[src/rtl/mem_pkg.sv]
// Shared definitions for the memory stage: FSM states, M-control bit
// positions and the MEM/WB bubble value.
package mem_pkg;

    typedef enum logic {
        ST_IDLE = 1'b0,
        ST_WAIT = 1'b1
    } state_e;

    // Bit positions inside the 3-bit M control field
    localparam int MEM_READ  = 0;
    localparam int MEM_WRITE = 1;
    localparam int BRANCH    = 2;

    // One MEM/WB entry as seen by write-back
    typedef struct packed {
        logic [1:0]  wb;
        logic [31:0] alu;
        logic [31:0] rdata;
        logic [4:0]  rd;
    } memwb_t;

    localparam logic [31:0] WORD_ZERO    = 32'h0000_0000;
    localparam memwb_t      MEMWB_BUBBLE = '0;

endpackage

[src/rtl/mem_wb.sv]
// MEM/WB interstage register. Holds its value unless load is set; on load it
// takes either the incoming entry or a bubble.
module mem_wb
    import mem_pkg::*;
(
    input  logic   clock,
    input  logic   reset,
    input  logic   load,
    input  logic   bubble,
    input  memwb_t d,
    output memwb_t q
);

    memwb_t r_q;
    memwb_t r_d;

    // Select hold, bubble or new entry
    always_comb begin
        r_d = r_q;
        if (load) begin
            r_d = bubble ? MEMWB_BUBBLE : d;
        end
    end

    // Interstage register, cleared asynchronously
    always_ff @(posedge clock or negedge reset) begin
        if (!reset) begin
            r_q <= MEMWB_BUBBLE;
        end else begin
            r_q <= r_d;
        end
    end

    assign q = r_q;

endmodule

[src/rtl/mem_stage.sv]
// Memory stage: issues loads/stores on the req/ack data bus, stalls the
// front of the pipeline while an access is outstanding, aborts on timeout
// and writes results into the MEM/WB register.
module mem_stage
    import mem_pkg::*;
#(
    parameter int TIMEOUT = 16
) (
    input  logic        clock,
    input  logic        reset,
    input  logic [1:0]  WBIn,
    input  logic [2:0]  MIn,
    input  logic [31:0] ALUIn,
    input  logic [31:0] writeDataIn,
    input  logic [4:0]  rdIn,
    output logic        dmem_req,
    output logic        dmem_we,
    output logic [31:0] dmem_addr,
    output logic [31:0] dmem_wdata,
    input  logic [31:0] dmem_rdata,
    input  logic        dmem_ack,
    output logic        stall,
    output logic        mem_error,
    output logic [1:0]  WBOut,
    output logic [31:0] readDataOut,
    output logic [31:0] ALUOut,
    output logic [4:0]  rdOut
);

    localparam int CNT_W = $clog2(TIMEOUT);

    state_e             state_q, state_d;
    logic [CNT_W-1:0]   cnt_q, cnt_d;
    logic               req_q, req_d;
    logic               we_q, we_d;
    logic [31:0]        addr_q, addr_d;
    logic [31:0]        wdata_q, wdata_d;
    logic               err_q, err_d;

    logic               access;
    logic               aligned;
    logic               timeout_hit;
    logic               wb_load;
    logic               wb_bubble;
    logic [31:0]        wb_rdata;
    memwb_t             wb_entry;
    memwb_t             wb_out;
    logic               branch_unused;

    // The branch bit is resolved elsewhere; it is carried but not used here
    assign branch_unused = MIn[BRANCH];

    assign access      = MIn[MEM_READ] | MIn[MEM_WRITE];
    assign aligned     = (ALUIn[1:0] == 2'b00);
    assign timeout_hit = (state_q == ST_WAIT) && !dmem_ack
                         && (cnt_q == CNT_W'(TIMEOUT - 1));

    // Stall is held low during reset so the front end is never frozen by it
    assign stall = reset &&
                   (((state_q == ST_IDLE) && access && aligned) ||
                    ((state_q == ST_WAIT) && !dmem_ack && !timeout_hit));

    // Next-state, bus and MEM/WB control
    always_comb begin
        state_d   = state_q;
        cnt_d     = cnt_q;
        req_d     = req_q;
        we_d      = we_q;
        addr_d    = addr_q;
        wdata_d   = wdata_q;
        err_d     = 1'b0;
        wb_load   = 1'b0;
        wb_bubble = 1'b0;
        wb_rdata  = WORD_ZERO;
        case (state_q)
            ST_IDLE: begin
                wb_load = 1'b1;
                if (access) begin
                    wb_bubble = 1'b1;
                    if (!aligned) begin
                        err_d = 1'b1;
                    end else begin
                        req_d   = 1'b1;
                        we_d    = MIn[MEM_WRITE];
                        addr_d  = ALUIn;
                        wdata_d = writeDataIn;
                        cnt_d   = '0;
                        state_d = ST_WAIT;
                    end
                end
            end
            ST_WAIT: begin
                if (dmem_ack) begin
                    req_d    = 1'b0;
                    state_d  = ST_IDLE;
                    wb_load  = 1'b1;
                    wb_rdata = we_q ? WORD_ZERO : dmem_rdata;
                end else if (timeout_hit) begin
                    req_d     = 1'b0;
                    state_d   = ST_IDLE;
                    wb_load   = 1'b1;
                    wb_bubble = 1'b1;
                    err_d     = 1'b1;
                end else begin
                    cnt_d = cnt_q + 1'b1;
                end
            end
            default: begin
                state_d = ST_IDLE;
            end
        endcase
    end

    // FSM, counter and bus registers
    always_ff @(posedge clock or negedge reset) begin
        if (!reset) begin
            state_q <= ST_IDLE;
            cnt_q   <= '0;
            req_q   <= 1'b0;
            we_q    <= 1'b0;
            addr_q  <= WORD_ZERO;
            wdata_q <= WORD_ZERO;
            err_q   <= 1'b0;
        end else begin
            state_q <= state_d;
            cnt_q   <= cnt_d;
            req_q   <= req_d;
            we_q    <= we_d;
            addr_q  <= addr_d;
            wdata_q <= wdata_d;
            err_q   <= err_d;
        end
    end

    assign wb_entry = '{wb: WBIn, alu: ALUIn, rdata: wb_rdata, rd: rdIn};

    mem_wb u_mem_wb (
        .clock  (clock),
        .reset  (reset),
        .load   (wb_load),
        .bubble (wb_bubble),
        .d      (wb_entry),
        .q      (wb_out)
    );

    assign dmem_req    = req_q;
    assign dmem_we     = we_q;
    assign dmem_addr   = addr_q;
    assign dmem_wdata  = wdata_q;
    assign mem_error   = err_q;
    assign WBOut       = wb_out.wb;
    assign ALUOut      = wb_out.alu;
    assign readDataOut = wb_out.rdata;
    assign rdOut       = wb_out.rd;

endmodule

[config.mk]
export PLATFORM = sky130hd
export DESIGN_NAME = mem_stage
export DESIGN_NICKNAME = d
export VERILOG_FILES = /design/src/rtl/mem_pkg.sv /design/src/rtl/mem_wb.sv /design/src/rtl/mem_stage.sv
export SDC_FILE = /design/constraint.sdc
export NUM_CORES = 1
export LEC_CHECK = 0
export BUFFER_PORTS_ARGS = -buffer_cell sky130_fd_sc_hd__buf_2
export CAP_MARGIN = 20
export CORE_MARGIN = 1
export CORE_UTILIZATION = 30
export CTS_CLUSTER_DIAMETER = 120
export DETAILED_ROUTE_END_ITERATION = 12
export PLACE_DENSITY_LB_ADDON = 0.05
export SLEW_MARGIN = 20
export SYNTH_ARGS = -nofsm -noshare
export SYNTH_HDL_FRONTEND = slang
export SYNTH_SLANG_ARGS = --single-unit
[constraint.sdc]
create_clock -name clock -period 1.6 [get_ports clock]
set_input_delay 0.24 -clock clock [delete_from_list [all_inputs] [get_ports clock]]
set_output_delay 0.24 -clock clock [all_outputs]
set_load 0.1 [all_outputs]
Yosys cells after proc, flatten, opt, wreduce, memory -nomap -nowiden --
Cells that the tools add are included. Widths: inputs -> output; s select.
Operators by class: add/sub/neg operators 1, equal/unequal tests 6, muxes and demuxes 28, bitwise operators 2, reductions and logical operators 13
Operators with widths (number):
- $mux 32 | 3
- $mux 71 | 1
- $mux 4 | 4
- $mux 1 | 14
- $pmux 1 s2 | 5
- $ne 2x2->1 const B | 4
- $pmux 4 s2 | 1
- $logic_and 1x1->1 | 6
- $reduce_and 3->1 | 2
- $add 4x1->4 const B | 1
- $eq 4x4->1 const B | 1
- $reduce_and 4->1 | 1
- $ne 3x2->1 const B | 1
- $logic_not 1->1 | 2
- $logic_not 2->1 | 1
- $logic_or 1x1->1 | 1
- $not 1->1 | 1
- $or 1x1->1 | 1
Word-level totals: bits in registers 143, output and inout bits 139

Logic depth before layout (Yosys ltp) --
Gate-level depths: netlist of the first run.
depth after elaboration 7, depth in mapped cells 5

Cells and area by module --
A second synthesis of the first run with hierarchy kept.
Second synthesis, totals: cells, all modules 515, area, all modules 6273.5 um^2
By module, submodules not included:
- mem_stage | instances 1, cells each 209, area an instance 3190.6 um^2, seq. area each 1801.7 um^2
- mem_wb | instances 1, cells each 306, area an instance 3083.0 um^2, seq. area each 1776.7 um^2

Worst setup path after synthesis of the first run --
OpenSTA, ideal clock, no wires.
path kind reg2out, start point reg cnt_q[0], end point out stall, data arrival time 1834 ps, required time 1360 ps, slack -474 ps, stages on the path, launching flop included 5, path buffers 0, path through dfrtp_1 -> ha_1 -> and3_1 -> o22ai_1 -> and2_1
On the way: word-level cells in the longest chain between the ends 6
RTL lines:
- start, declared | RTL line mem_stage.sv:33 | logic [CNT_W-1:0] cnt_q, cnt_d;
- start signal, assigned | RTL line mem_stage.sv:126 | cnt_q <= cnt_d;
- $eq 4x4->1 | RTL line mem_stage.sv:56 | && (cnt_q == CNT_W'(TIMEOUT - 1));
- $logic_and 1x1->1 | RTL line mem_stage.sv:56
- $logic_not 1->1 | RTL line mem_stage.sv:61 | ((state_q == ST_WAIT) && !dmem_ack && !timeout_hit));
- $logic_and 1x1->1 | RTL line mem_stage.sv:61
- $logic_or 1x1->1 | RTL line mem_stage.sv:60 | (((state_q == ST_IDLE) && access && aligned) ||
- $logic_and 1x1->1 | RTL line mem_stage.sv:59 | assign stall = reset &&
- end, declared | RTL line mem_stage.sv:22 | output logic stall,
Every way passes these cells.

Worst setup path after layout of the first run --
Same ends and word-level chain as after synthesis.

==> flow_metrics.py, run 1 <==
metrics = {
    "outcome": {
        "outcome": "finished with violations",
        "violations": "negative setup slack",
    },
    "timing": {
        "max_freq_ghz": 0.520,
        "finalSetupViolCount": 68,
        "tightestPinTransition_ps": 595,
        "worst_slack_ps": -325,
        "period_share": 1.20,
        "rsz0062_at_grt": "true",
        "skew_ps": 6.75,
        "slew_viol_final": 0,
        "hold_viol": 0,
        "min_period_ps": 1920,
        "slew_headroom": 0.603,
    },
    "clocking": {
        "clk_pin_slew_ps": 60,
        "cts_tree": "yes",
        "cts-root-buf": "clkbuf_16",
        "clockBufferDepth": 2,
        "clock_latency_ps": 410,
        "cts_buffers": 17,
        "htreeDepth": 4,
        "cts_sinks": 143,
    },
    "routing": {
        "via_per_inst": 4.66,
        "vias": 3996,
        "wire_per_inst_um": 18.1,
        "drtIter0Drc": 126,
        "routed_wirelength_mm": 15.5,
        "remaining_drc_errors": 0,
        "ant_nets": 0,
        "firstDrtPassIters": 4,
    },
    "run": {
        "maxCapViolations": 0,
    },
    "finish": {
        "stdcell_area_mm2": 0.00813,
        "final_core_util": 0.467,
        "diodes": 0,
        "area_delta_synth_final_pct": 51.0,
        "drive_above_1_share": 0.625,
        "final_cells": 857,
        "fillers": 1638,
        "final_nets": 729,
    },
    "hold_path": {
        "min_from": "dmem_rdata[9]",
        "hold_path.class": "in2reg",
    },
    "yosys": {
        "synth_seq_cells": 143,
        "synth-seq-area-share": 0.665,
        "synth_edf_count": 0,
        "synthCells": 331,
        "async_flop_share": 1.00,
        "synthFlopType": "dfrtp_1",
        "ys_types": 31,
        "yosysWarnings": 0,
        "syn_avg_cell_area_um2": 16.3,
        "syn-cell-area_mm2": 0.00538,
        "syn-num-nets": 441,
    },
    "setup_path": {
        "path_buf_inv": 1,
        "worstPathArrival_ps": 1680,
        "r2r-start": "state_q$_DFF_PN0_",
        "crit_path_max_incr_delay_ps": 390,
        "critPathLaunchType": "flop",
        "crit_type": "reg2out",
        "crit_fanout": 2,
        "cp.required_ps": 1360,
        "crit_slowest_cell": "dfrtp_1",
        "setup.worst_path.end_class": "output pin",
        "crit_path_start": "cnt_q[0]$_DFFE_PN0P_",
        "cp_top_family": "flip-flops",
        "path_cells": "ha_2 > and3_4 > o22ai_4 > and2_4 > buf_12",
    },
    "power_and_ir_drop": {
        "finalPower_mw": 14.2,
        "p_per_area_mw_per_mm2": 1750,
        "p_leak_nw": 4.28,
        "ir_worst_vdd_uv": 867,
    },
    "placed_design": {
        "place_congestion": 0.761,
        "dp_cells": 800,
        "dp_hpwl_mm": 9.53,
        "place_area_mm2": 0.00703,
        "io_buffers": 246,
        "pre_cts_ws_ps": -163,
    },
    "grt": {
        "grt_pass1_wl_mm": 22.3,
        "grt_overflow": 0,
        "grt_start_max_net_pins": 99,
        "grtUsageTotal": 0.160,
        "grt_pass1_vias": 4073,
        "antenna_found_initial": 0,
    },
    "floorplanning": {
        "start_util": 0.309,
        "die_h_um": 136,
        "die_area_mm2": 0.0185,
        "row_count": 48,
        "ios": 248,
        "fp.dieW_um": 136,
        "core_mm2": 0.0174,
    },
}
-- worst register-to-register path, stage by stage, from the launching register on --
cell and delay, ps:
dfrtp_1 390, or3_4 360, buf_4 150, buf_6 110, nor2_4 140, buf_6 150, clkbuf_16 140, mux2_2 330
-- per-layer routing --
layer,track usage,share of wire,vias to the layer above
met5,0,0,-
met4,0.0611,0.015,0
met3,0.0518,0.069,15
met2,0.254,0.48,156
met1,0.202,0.44,2006
li1,-,-,1819
-- timing repair --
item	CTS	global route
hold buffers	1	0
hold endpoints to repair	143	0
buffers inserted	8	4
endpoints found under the setup margin	105	104
cloned	3	9
pin swaps	3	6
resized for setup	14	14
-- flip-flops by register name, summed over array words and instances (netlist names) --
register    flops
mem_error       1
dmem_we         1
state_q         1
cnt_q           4
u_mem_wb.q     71
dmem_wdata     32
dmem_addr      32
dmem_req        1
-- synth_stat cells, types with 2 or more instances --
cell type / instances / area (um2)
buf_6: 4 / 45.0
dfrtp_1: 143 / 3580
buf_2: 8 / 40.0
nand3_1: 4 / 20.0
clkbuf_1: 6 / 22.5
and2_1: 3 / 18.8
mux2_4: 28 / 420
mux2_2: 35 / 394
o21ai_0: 3 / 15.0
inv_1: 2 / 7.51
a22o_1: 71 / 622
buf_12: 2 / 40.0
nor2_1: 4 / 15.0
-- cell families (layout without fill, tap and decap cells) --
| logic type | count (synthesis) | after routing | share of synthesized area |
|---|---|---|---|
| flip-flops | 143 | 143 | 0.665 |
| AO/OA/AOI/OAI | 81 | 81 | 0.129 |
| multiplexers | 64 | 64 | 0.153 |
| adder cells (fa/ha/maj) | 1 | 1 | 0.00232 |
| AND/OR/NAND/NOR | 19 | 19 | 0.0198 |
| buffers and inverters | 23 | 324 | 0.0316 |
-- cell usage in the layout, fill, tap and decap left out, types with 3 or more instances in the layout --
master / n
buf_2: 244
dfrtp_1: 142
a22o_1: 71
mux2_4: 41
clkbuf_16: 24
mux2_2: 22
buf_4: 16
buf_12: 10
buf_6: 8
clkinvlp_4: 5
nand3_1: 4
buf_16: 4
o21ai_0: 3
inv_6: 3
-- worst paths after layout --
check                                             end  depth (start not counted)  slack (ps)
max reg2reg                 dmem_wdata[9]$_DFFE_PN0P_                          7        -280
max in group asynchronous  dmem_wdata[24]$_DFFE_PN0P_                          3         600
min in group asynchronous        cnt_q[2]$_DFFE_PN0P_                          3         520
min reg2reg                  dmem_addr[0]$_DFFE_PN0P_                          1         480
min                        u_mem_wb.q[14]$_DFFE_PN0P_                          2          40
max                                             stall                          5        -320
-- area by class of cell --
cell class	instances	area (um2)	area share
flip-flops and latches	143	3580	0.440
repair buffers	290	1930	0.237
multi-input cells	165	1740	0.214
clock buffers	20	457	0.0562
well taps	225	282	0.0346
clock inverters	12	134	0.0165
inverters	2	7.51	0.000924
-- power by group --
part,internal [mW],switching (mW)
sequential,4.16,0.278
combinational,1.23,4.65
clock,2.39,1.53
-- through the flow --
| stage | setup TNS, ps | hold WS, ps |
|---|---|---|
| after floorplan | -1930 | -55.6 |
| after global placement | -6770 | 349 |
| after detailed placement | -7450 | 349 |
| after CTS | -12970 | 23.1 |
| after global routing | -18880 | 26.7 |
| final | -14900 | 40.3 |
Power figures use the tool's default switching activity.
==> run 2: changes to the inputs <==
--- a/config.mk
+++ b/config.mk
@@ -8,7 +8,7 @@
 export BUFFER_PORTS_ARGS = -buffer_cell sky130_fd_sc_hd__buf_2
 export CAP_MARGIN = 20
 export CORE_MARGIN = 1
-export CORE_UTILIZATION = 30
+export CORE_UTILIZATION = 42
 export CTS_CLUSTER_DIAMETER = 120
 export DETAILED_ROUTE_END_ITERATION = 12
 export PLACE_DENSITY_LB_ADDON = 0.05
==> run 2 against run 1 <==
Against the previous run: the flow still finishes with violations (negative setup slack); setup slack worse by 17 ps; cell count is 7.4% lower; critical path depth stayed put; critical path type unchanged; largest power group unchanged.
==> flow_metrics.py, run 2 (same netlist as run 1, synthesis figures left out) <==
metrics = {
    "outcome": {
        "outcome": "finished with violations",
        "violations": "negative setup slack",
    },
    "power_and_ir_drop": {
        "clock_power_share": 0.248,
        "p_leak_nw": 4.29,
        "p_comb_frac": 0.429,
        "p_sw_mw": 6.29,
        "ir_worst_vdd_uv": 977,
        "p_seq_frac": 0.323,
        "switching_share": 0.456,
        "intPower_mw": 7.51,
        "p_per_area_mw_per_mm2": 1720,
        "finalPower_mw": 13.8,
    },
    "timing": {
        "slew_headroom": 0.493,
        "max_freq_ghz": 0.515,
        "slew_viol_final": 0,
        "worst_slack_ps": -342,
        "finalHoldWorstSlack_ps": 49.0,
        "rsz0062_at_grt": "true",
        "hold_viol": 0,
        "period_share": 1.21,
        "min_period_ps": 1940,
        "finalSetupViolCount": 68,
        "tightestPinTransition_ps": 761,
        "skew_ps": 5.53,
    },
    "clocking": {
        "cts_tree": "yes",
        "clockBufferDepth": 2,
        "cts_sinks": 143,
        "clock_latency_ps": 410,
        "cts-root-buf": "clkbuf_16",
        "htreeDepth": 4,
        "cts_buffers": 17,
        "clk_pin_slew_ps": 60,
    },
    "routing": {
        "remaining_drc_errors": 0,
        "drtIter0Drc": 182,
        "wire_per_inst_um": 18.9,
        "vias": 4041,
        "via_per_inst": 5.09,
        "firstDrtPassIters": 5,
        "routed_wirelength_mm": 15.0,
        "ant_nets": 0,
    },
    "floorplanning": {
        "die_h_um": 115,
        "ios": 248,
        "fp.dieW_um": 115,
        "start_util": 0.439,
        "core_mm2": 0.0123,
        "die_area_mm2": 0.0133,
        "row_count": 40,
    },
    "finish": {
        "final_core_util": 0.654,
        "largest_register_ffs": 71,
        "layout_commonest_cell": "buf_2",
        "diodes": 0,
        "most-common-layout-cells": "buf_2 (244), dfrtp_1 (142), a22o_1 (71), mux2_4 (47), clkbuf_16 (25)",
        "stdcell_area_mm2": 0.00802,
        "area_delta_synth_final_pct": 48.9,
        "fillers": 944,
        "final_nets": 729,
        "drive_above_1_share": 0.620,
    },
    "grt": {
        "gr-usage-met2": 0.342,
        "grt_pass1_vias": 3900,
        "grtUsageTotal": 0.209,
        "grt_overflow": 0,
        "grt-busiest-layer": "met2",
        "grt_start_max_net_pins": 144,
        "grt_pass1_wl_mm": 20.6,
        "met3_usage": 0.0680,
        "antenna_found_initial": 0,
        "grt_use_met1": 0.259,
    },
    "setup_path": {
        "worstPathArrival_ps": 1700,
        "setup.worst_path.end_class": "output pin",
        "crit_fanout": 2,
        "r2r_slack_ps": -260,
        "critPathLaunchType": "flop",
        "cp.required_ps": 1360,
        "crit_type": "reg2out",
    },
    "placed_design": {
        "dp_hpwl_mm": 8.78,
        "io_buffers": 246,
        "place_area_mm2": 0.00694,
        "place_congestion": 0.775,
    },
    "hold_path": {
        "hold_path.class": "in2reg",
    },
    "run": {
        "maxCapViolations": 0,
    },
}
run 2: cell count changes in the layout (fill, tap and decap cells not counted), moves of 3 or more:
cell / change
mux2_2: -6
mux2_4: +6
clkinvlp_4: -5
inv_6: -3
run 2: critical path: stages, from the launching register on:
cell,delay (ps)
dfrtp_1,380
ha_2,190
and3_4,190
o22ai_4,180
and2_4,180
buf_12,170
run 2: worst paths after layout:
check                                                   to  cells after the start                      from
worst max-delay path                                 stall                      5      cnt_q[1]$_DFFE_PN0P_
worst min-delay path            u_mem_wb.q[22]$_DFFE_PN0P_                      2            dmem_rdata[17]
worst max register to register  dmem_wdata[13]$_DFFE_PN0P_                      7         state_q$_DFF_PN0_
worst min register to register    dmem_addr[1]$_DFFE_PN0P_                      1  dmem_addr[1]$_DFFE_PN0P_
max in group asynchronous       u_mem_wb.q[42]$_DFFE_PN0P_                      3                     reset
min in group asynchronous             cnt_q[2]$_DFFE_PN0P_                      3                     reset
run 2: final cells by class:
type                            count  area [um2]  area share
Inverter                            2        7.51    0.000936
Sequential cell                   143        3580       0.447
Timing Repair Buffer              289        1930       0.241
Multi-Input combinational cell    166        1790       0.223
Tap cell                          168         210      0.0262
Clock buffer                       24         492      0.0613
Clock inverter                      2        10.0     0.00125
run 2: per-layer routing:
metal	part of all wire	up-vias
li1	-	1811
met1	0.42	2031
met2	0.49	177
met3	0.072	22
met4	0.019	0
met5	0	-
run 2: metrics by stage:
step           TNS (ps)  setup WS (ps)  instances
6_report         -13770           -342        794
2_1_floorplan     -1930          -67.1        331
3_5_place_dp      -4140           -147        742
4_1_cts          -12320           -345        776
5_1_grt          -16960           -397        794
3_3_place_gp      -9260           -175        742
run 2: timing repair:
item / in CTS / in global routing
setup buffers: 4 / 7
setup endpoints to repair: 31 / 139
cloned: 3 / 13
pin swaps: 30 / 7
hold buffers: 1 / 0
gates resized for setup: 23 / 14
endpoints found under the hold margin: 51 / 0
run 2: power by group through the flow:
stage	Clock [mW]	Sequential [mW]	Combinational [mW]
after detailed placement	0	4.49	5.64
after global placement	0	4.47	5.61
final	3.42	4.45	5.92
after CTS	3.50	4.45	5.76
after global routing	3.66	4.52	6.10
after floorplan	0	8.27	0.780
